File: config.mk
export PLATFORM = sky130hd
export DESIGN_NAME = decoder_stage_controller_flat
export DESIGN_NICKNAME = d
export VERILOG_FILES = /design/src/rtl/decoder_stage_controller_pkg.sv /design/src/rtl/decoder_stage_controller_if.sv /design/src/rtl/decoder_stage_controller_convergence_detector.sv /design/src/rtl/decoder_stage_controller.sv /design/src/flat_wrapper.sv
export SDC_FILE = /design/constraint.sdc
export NUM_CORES = 1
export LEC_CHECK = 0
export BUFFER_PORTS_ARGS = -buffer_cell sky130_fd_sc_hd__buf_2
export CAP_MARGIN = 15
export CORE_MARGIN = 3
export CORE_UTILIZATION = 27
export CTS_BUF_LIST = sky130_fd_sc_hd__clkbuf_16
export DETAILED_ROUTE_END_ITERATION = 16
export PLACE_DENSITY_LB_ADDON = 0.25
export SLEW_MARGIN = 20
export SYNTH_ARGS = -nofsm -noshare
export SYNTH_HDL_FRONTEND = slang
export SYNTH_HIERARCHICAL = 1
export SYNTH_SLANG_ARGS = --single-unit
File: constraint.sdc
create_clock -name clk -period 4.51 [get_ports clk]
set_input_delay 0.2255 -clock clk [delete_from_list [all_inputs] [get_ports clk]]
set_output_delay 0.2255 -clock clk [all_outputs]
set_load 0.005 [all_outputs]
File: src/rtl/decoder_stage_controller_pkg.sv
// Shared stage encodings and controller state type for the decoder array.
// The controller state enum aliases the broadcast stage encodings so that the
// state register maps directly onto global_stage (DONE broadcasts STAGE_IDLE).
package decoder_stage_controller_pkg;

  localparam int STAGE_WIDTH = 3;

  localparam logic [STAGE_WIDTH-1:0] STAGE_IDLE                  = 3'd0;
  localparam logic [STAGE_WIDTH-1:0] STAGE_MEASUREMENT_PREPARING = 3'd1;
  localparam logic [STAGE_WIDTH-1:0] STAGE_MEASUREMENT_LOADING   = 3'd2;
  localparam logic [STAGE_WIDTH-1:0] STAGE_ERASURE_LOADING       = 3'd3;
  localparam logic [STAGE_WIDTH-1:0] STAGE_GROW                  = 3'd4;
  localparam logic [STAGE_WIDTH-1:0] STAGE_MERGE                 = 3'd5;
  localparam logic [STAGE_WIDTH-1:0] STAGE_PEELING               = 3'd6;

  typedef enum logic [STAGE_WIDTH-1:0] {
    ST_IDLE  = STAGE_IDLE,
    ST_PREP  = STAGE_MEASUREMENT_PREPARING,
    ST_LOAD  = STAGE_MEASUREMENT_LOADING,
    ST_ERASE = STAGE_ERASURE_LOADING,
    ST_GROW  = STAGE_GROW,
    ST_MERGE = STAGE_MERGE,
    ST_PEEL  = STAGE_PEELING,
    ST_DONE  = 3'd7
  } ctrl_state_e;

  // DONE freezes the PEs, so it is broadcast as IDLE.
  function automatic logic [STAGE_WIDTH-1:0] stage_of(input ctrl_state_e s);
    logic [STAGE_WIDTH-1:0] st;
    st = s;
    if (s == ST_DONE) st = STAGE_IDLE;
    return st;
  endfunction

endpackage

File: src/rtl/decoder_stage_controller_if.sv
// Handshake, status and PE reduction bundle of the stage controller.
// With DECODER_ERASURE_EN defined, erasure_present is added (sampled with start).
interface decoder_stage_controller_if #(
  parameter int PU_COUNT   = 64,
  parameter int ITER_WIDTH = 5
);
  import decoder_stage_controller_pkg::*;

  logic                   start;
  logic                   ready;
  logic [PU_COUNT-1:0]    pu_busy;
  logic [PU_COUNT-1:0]    pu_odd;
  logic [STAGE_WIDTH-1:0] global_stage;
  logic [ITER_WIDTH-1:0]  iteration;
  logic                   result_valid;
  logic                   result_ack;
  logic                   timeout;
`ifdef DECODER_ERASURE_EN
  logic                   erasure_present;

  modport master (
    output start, pu_busy, pu_odd, result_ack, erasure_present,
    input  ready, global_stage, iteration, result_valid, timeout
  );
  modport slave (
    input  start, pu_busy, pu_odd, result_ack, erasure_present,
    output ready, global_stage, iteration, result_valid, timeout
  );
`else
  modport master (
    output start, pu_busy, pu_odd, result_ack,
    input  ready, global_stage, iteration, result_valid, timeout
  );
  modport slave (
    input  start, pu_busy, pu_odd, result_ack,
    output ready, global_stage, iteration, result_valid, timeout
  );
`endif

endinterface

File: src/rtl/decoder_stage_controller_convergence_detector.sv
// Convergence detector shared by MERGE and PEEL: after clear it blanks two
// cycles (PE busy is stale), then counts consecutive not-busy cycles and
// flags settled on the cycle that completes SETTLE_CYCLES of them.
module convergence_detector #(
  parameter int SETTLE_CYCLES = 3
) (
  input  logic clk,
  input  logic reset_n,
  input  logic clear,
  input  logic any_busy,
  output logic settled
);

  localparam int CW = $clog2(SETTLE_CYCLES + 1);

  logic [1:0]    blank_reg;
  logic [CW-1:0] cnt_reg;

  // Blanking counter then consecutive-idle counter; busy restarts the count.
  always_ff @(posedge clk or negedge reset_n) begin
    if (!reset_n) begin
      blank_reg <= 2'd0;
      cnt_reg   <= '0;
    end else if (clear) begin
      blank_reg <= 2'd0;
      cnt_reg   <= '0;
    end else if (blank_reg != 2'd2) begin
      blank_reg <= blank_reg + 2'd1;
    end else if (any_busy) begin
      cnt_reg   <= '0;
    end else begin
      cnt_reg   <= cnt_reg + CW'(1);
    end
  end

  // Settled is independent of clear, so the parent may clear on settled.
  always_comb begin
    settled = (blank_reg == 2'd2) && !any_busy && (cnt_reg == CW'(SETTLE_CYCLES - 1));
  end

endmodule

File: src/rtl/decoder_stage_controller.sv
// Stage sequencer for the decoder array: PREP, LOAD, [ERASE, MERGE,]
// GROW/MERGE iterations, PEEL, then DONE with a valid/ack result handoff.
// DECODER_ERASURE_EN enables the erasure-loading stage.
module decoder_stage_controller
  import decoder_stage_controller_pkg::*;
#(
  parameter int PU_COUNT      = 64,
  parameter int MAX_ITER      = 31,
  parameter int ITER_WIDTH    = 5,
  parameter int GROW_HOLD     = 2,
  parameter int SETTLE_CYCLES = 3
) (
  input logic                       clk,
  input logic                       reset_n,
  decoder_stage_controller_if.slave bus
);

  localparam int GW = (GROW_HOLD > 1) ? $clog2(GROW_HOLD) : 1;

  ctrl_state_e            state_reg, state_next;
  logic [STAGE_WIDTH-1:0] stage_reg;
  logic [ITER_WIDTH-1:0]  iter_reg, iter_next, iter_inc;
  logic                   timeout_reg, timeout_next;
  logic [GW-1:0]          grow_cnt_reg, grow_cnt_next;
  logic                   erase_sel_reg, erase_sel_next;
  logic                   erase_merge_reg, erase_merge_next;
  logic [PU_COUNT-1:0]    busy_vec, odd_vec;
  logic                   any_busy, any_odd, erase_req;
  logic                   settled, det_clear;

  assign busy_vec = bus.pu_busy;
  assign odd_vec  = bus.pu_odd;
  assign any_busy = |busy_vec;
  assign any_odd  = |odd_vec;

`ifdef DECODER_ERASURE_EN
  assign erase_req = bus.erasure_present;
`else
  assign erase_req = 1'b0;
`endif

  // Detector runs only inside MERGE/PEEL and restarts on every exit.
  assign det_clear = !((state_reg == ST_MERGE) || (state_reg == ST_PEEL)) || settled;

  convergence_detector #(.SETTLE_CYCLES(SETTLE_CYCLES)) u_detector (
    .clk      (clk),
    .reset_n  (reset_n),
    .clear    (det_clear),
    .any_busy (any_busy),
    .settled  (settled)
  );

  assign iter_inc = (iter_reg == ITER_WIDTH'(MAX_ITER)) ? iter_reg : iter_reg + ITER_WIDTH'(1);

  // State, broadcast stage and round bookkeeping registers.
  always_ff @(posedge clk or negedge reset_n) begin
    if (!reset_n) begin
      state_reg       <= ST_IDLE;
      stage_reg       <= STAGE_IDLE;
      iter_reg        <= '0;
      timeout_reg     <= 1'b0;
      grow_cnt_reg    <= '0;
      erase_sel_reg   <= 1'b0;
      erase_merge_reg <= 1'b0;
    end else begin
      state_reg       <= state_next;
      stage_reg       <= stage_of(state_next);
      iter_reg        <= iter_next;
      timeout_reg     <= timeout_next;
      grow_cnt_reg    <= grow_cnt_next;
      erase_sel_reg   <= erase_sel_next;
      erase_merge_reg <= erase_merge_next;
    end
  end

  // Next-state and bookkeeping decisions.
  always_comb begin
    state_next       = state_reg;
    iter_next        = iter_reg;
    timeout_next     = timeout_reg;
    grow_cnt_next    = '0;
    erase_sel_next   = erase_sel_reg;
    erase_merge_next = erase_merge_reg;
    case (state_reg)
      ST_IDLE: begin
        if (bus.start) begin
          state_next     = ST_PREP;
          erase_sel_next = erase_req;
          timeout_next   = 1'b0;
        end
      end
      ST_PREP: state_next = ST_LOAD;
      ST_LOAD: begin
        iter_next  = '0;
        state_next = erase_sel_reg ? ST_ERASE : ST_GROW;
      end
      ST_ERASE: begin
        state_next       = ST_MERGE;
        erase_merge_next = 1'b1;
      end
      ST_GROW: begin
        if (grow_cnt_reg == GW'(GROW_HOLD - 1)) state_next = ST_MERGE;
        else grow_cnt_next = grow_cnt_reg + GW'(1);
      end
      ST_MERGE: begin
        if (settled) begin
          if (erase_merge_reg) begin
            // The erasure merge precedes the first grow and is not an iteration.
            erase_merge_next = 1'b0;
            state_next       = ST_GROW;
          end else begin
            iter_next = iter_inc;
            if (!any_odd) begin
              state_next = ST_PEEL;
            end else if (iter_inc == ITER_WIDTH'(MAX_ITER)) begin
              state_next   = ST_DONE;
              timeout_next = 1'b1;
            end else begin
              state_next = ST_GROW;
            end
          end
        end
      end
      ST_PEEL: if (settled) state_next = ST_DONE;
      ST_DONE: begin
        if (bus.result_ack) begin
          state_next   = ST_IDLE;
          timeout_next = 1'b0;
        end
      end
      default: state_next = ST_IDLE;
    endcase
  end

  // Outputs decoded from registered state.
  always_comb begin
    bus.ready        = (state_reg == ST_IDLE);
    bus.result_valid = (state_reg == ST_DONE);
    bus.global_stage = stage_reg;
    bus.iteration    = iter_reg;
    bus.timeout      = timeout_reg;
  end

endmodule
File: src/flat_wrapper.sv
// flat-port wrapper written by rule: the top's interface ports become plain ports
module decoder_stage_controller_flat import decoder_stage_controller_pkg::*;
#(
  parameter int PU_COUNT      = 64,
  parameter int MAX_ITER      = 31,
  parameter int ITER_WIDTH    = 5,
  parameter int GROW_HOLD     = 2,
  parameter int SETTLE_CYCLES = 3
)
  (clk, reset_n, bus_start, bus_pu_busy, bus_pu_odd, bus_result_ack, bus_ready, bus_global_stage, bus_iteration, bus_result_valid, bus_timeout);
  decoder_stage_controller_if #(.PU_COUNT(PU_COUNT), .ITER_WIDTH(ITER_WIDTH)) bus_i ();
  input logic clk;
  input logic reset_n;
  input wire logic [$bits(bus_i.start)-1:0] bus_start;
  input wire logic [$bits(bus_i.pu_busy)-1:0] bus_pu_busy;
  input wire logic [$bits(bus_i.pu_odd)-1:0] bus_pu_odd;
  input wire logic [$bits(bus_i.result_ack)-1:0] bus_result_ack;
  output wire logic [$bits(bus_i.ready)-1:0] bus_ready;
  output wire logic [$bits(bus_i.global_stage)-1:0] bus_global_stage;
  output wire logic [$bits(bus_i.iteration)-1:0] bus_iteration;
  output wire logic [$bits(bus_i.result_valid)-1:0] bus_result_valid;
  output wire logic [$bits(bus_i.timeout)-1:0] bus_timeout;
  assign bus_i.start = bus_start;
  assign bus_i.pu_busy = bus_pu_busy;
  assign bus_i.pu_odd = bus_pu_odd;
  assign bus_i.result_ack = bus_result_ack;
  assign bus_ready = bus_i.ready;
  assign bus_global_stage = bus_i.global_stage;
  assign bus_iteration = bus_i.iteration;
  assign bus_result_valid = bus_i.result_valid;
  assign bus_timeout = bus_i.timeout;
  decoder_stage_controller #(.PU_COUNT(PU_COUNT), .MAX_ITER(MAX_ITER), .ITER_WIDTH(ITER_WIDTH), .GROW_HOLD(GROW_HOLD), .SETTLE_CYCLES(SETTLE_CYCLES)) u_core (.clk(clk), .reset_n(reset_n), .bus(bus_i));
endmodule
==> metrics.yaml <==
status:
  status: "completed"
global_route:
  grt_usage_pct: 16.1
  grt-ovfl-total: 0
  grt_use_met2_pct: 28.2
  use_met3_pct: 3.20
  antenna_found_initial: 0
  grtUsageMet1_pct: 20.8
  grt_pass1_wl_mm: 7.19
  grt_busiest_layer: "met2"
  grt_max_degree: 20
  grt_pass1_vias: 1693
place:
  portBuffers: 142
  dp_hpwl_mm: 4.08
  dp_slack_ns: 1.73
  gp_congestion: 0.804
  dp.cells: 338
power:
  clock_power_share_pct: 24.4
  seqPwrFrac_pct: 37.4
  p_sw_share_pct: 35.1
  p_switching_mw: 0.250
  ir_worst_vdd_v: 0.000131
  leakagePower_nw: 1.07
  combinationalPowerShare_pct: 38.2
  p_int_mw: 0.461
  power.total_mw: 0.711
  powerDensity_mw_per_mm2: 333
timing:
  rsz0062_at_grt: "false"
  setup_viol: 0
  final_period_minus_worst_setup_slack_ns: 2.55
  max_freq_ghz: 0.392
  setup_ws_ns: 1.96
  worst_pin_slew_ns: 0.537
  hold_ws_ns: 0.264
  period_share_pct: 56.5
  final-hold-violation-count: 0
  slew_viol_final: 0
  fin_tns_setup_ns: 0
  slew-limit-headroom_pct: 64.2
  finalClockSkew_ns: 0.00600
drt:
  vias: 1741
  drtPass1Iterations: 4
  drtIter0Drc: 141
  wl_per_cell_um: 13.9
  ant_nets: 0
  via_per_inst: 5.08
  wirelength_mm: 4.76
  post-route-drc-count: 0
worst_hold_path:
  hp-start: "bus_start"
  hold_path_depth: 3
  hold_path.class: "input port to flip-flop"
setup_path:
  reg2reg_to: "u_core/bus.iteration[0]"
  crit_fanout: 6
  crit_path_start_kind: "input port"
  cp.required_ns: 4.64
  endpoint_kind: "flip-flop"
  r2r_cells: 8
  worst_r2r_startpoint: "u_core/u_detector/blank_reg[0]"
  arrival_ns: 2.68
  cp-endpoint: "u_core/bus.iteration[0]"
  r2r_setup_slack_ns: 2.37
  path_class: "input port to flip-flop"
  startpoint: "bus_pu_busy[12]"
floorplanning:
  io_pins: 143
  initial_utilization_pct: 28.7
  std_cell_rows: 24
  core_area_mm2: 0.00447
  die_y_um: 75.0
  fp.dieW_um: 75.0
  die-area_mm2: 0.00563
synth:
  synth_edf_count: 0
  yosys_warnings: 6
  yosysSeqAreaShare_pct: 35.0
  synthFlopType: "dfrtp_1"
  syn_area_mm2: 0.00129
  synth-seq-cells: 18
  netlist_instances: 148
  synth_area_per_cell_um2: 8.69
  syn-num-nets: 283
  ys_types: 40
  async_reset_ff_share_pct: 100
finish:
  fill_cells: 422
  largest_reg_flops: 5
  n_antenna_cell: 0
  area_delta_synth_final_pct: 66.1
  drive_above_1_share_pct: 51.5
  layout.nets: 427
  instances_no_fill: 343
clocking:
  clockBufferDepth: 2
  clkTransAtPathRegs_ns: 0.05
  cts_inserted_buffers: 3
  cts.sinks: 18
  insertion_delay_ns: 0.25
  cts_tree: "built"
  htreeDepth: 1
  root_buffer: "clkbuf_16"
job:
  cap_violations: 0
[metrics by stage]
stage	area (um^2)	utilization, %
6_report	2140	47.7
4_1_cts	2140	47.7
3_3_place_gp	2050	45.7
2_1_floorplan	1290	-
3_5_place_dp	2050	45.7
5_1_grt	2140	47.7
[how the worst min path moves through the flow]
stage                                      end
floorplan           u_core/bus.global_stage[0]
global placement       u_core/bus.iteration[1]
detailed placement     u_core/bus.iteration[1]
CTS                        u_core/state_reg[0]
global route               u_core/state_reg[0]
finish                     u_core/state_reg[0]
[final cells by class]
class | instances | area [um^2] | share of cell area [%]
clock buffer | 3 | 75.1 | 3.51
clock inverter | 1 | 3.75 | 0.176
inverter | 3 | 11.3 | 0.527
multi-input combinational | 123 | 810 | 37.9
sequential | 18 | 450 | 21.1
tap | 52 | 65.1 | 3.05
timing repair buffer | 143 | 721 | 33.7
[cell usage in the layout, fill, tap and decap left out, drive strengths merged, types with 2 or more instances in the layout]
cell and n:
o21a 3, dfrtp 18, nand4 10, buf 142, a21o 2, ha 3, nor3 3, a21oi 11
nand3b 3, inv 3, a21boi 2, o211ai 2, nand2 8, and3 3, a31oi 2, nor4 33
xor2 2, a41oi 2, and2 2, o21ai 3, or4 2, clkbuf 3, nand2b 3, nor2 7
nand3 4
[power by group through the flow]
stage / Combinational (mW) / Sequential, mW / Clock (mW)
2_1_floorplan: 0.188 / 0.232 / 0
3_3_place_gp: 0.272 / 0.268 / 0
3_5_place_dp: 0.273 / 0.267 / 0
4_1_cts: 0.275 / 0.264 / 0.178
5_1_grt: 0.309 / 0.274 / 0.189
6_report: 0.271 / 0.266 / 0.174
[timing repair]
action,CTS,global route
hold endpoints to repair,18,0
hold buffers,1,0
gates resized for setup,0,0
buffers inserted,0,0
[worst max-delay path, stage by stage]
cell and delay, ns:
buf_2 0.10, nor4_1 0.32, nand4_1 0.14, or4_1 0.56, and3b_2 0.31, inv_1 0.08
nor3_1 0.32, a21o_1 0.21, o21ai_0 0.14, mux2_2 0.28
[cell usage after synthesis (2+ instances only)]
master     n  share of area (%)
a21oi_1   11                4.3
and2_1     2               0.97
nor4_1    32                 16
and3_1     3                1.5
nor3_1     3                1.2
a31oi_1    2               0.97
a41oi_1    2                1.4
nand4_1   10                4.9
nand3b_1   3                1.8
clkbuf_1   4                1.2
o21a_1     3                1.8
ha_1       3                2.9
xor2_1     2                1.4
nor2_1     7                2.0
a21boi_1   2                1.2
nand3_1    4                1.6
nand2_1    8                2.3
inv_1      3               0.88
nand2b_1   3                1.5
o21ai_0    3                1.2
a21o_1     2                1.2
dfrtp_1   18                 35
[logic make-up after synthesis]
logic type,after synthesis,synth area share [%]
AOI/OAI and AO/OA,32,17.2
xor gates and xnor gates,2,1.36
adders and majority gates,3,2.92
buffers and inverters,7,2.04
DFF,18,35.0
muxes,2,1.65
and+or+nand+nor,84,39.8
[layer usage]
layer	vias to the layer above	share of wire, %
li1	892	-
met1	765	39
met2	82	53
met3	2	7.7
met4	0	0.40
met5	-	0
Power figures use the tool's default switching activity.
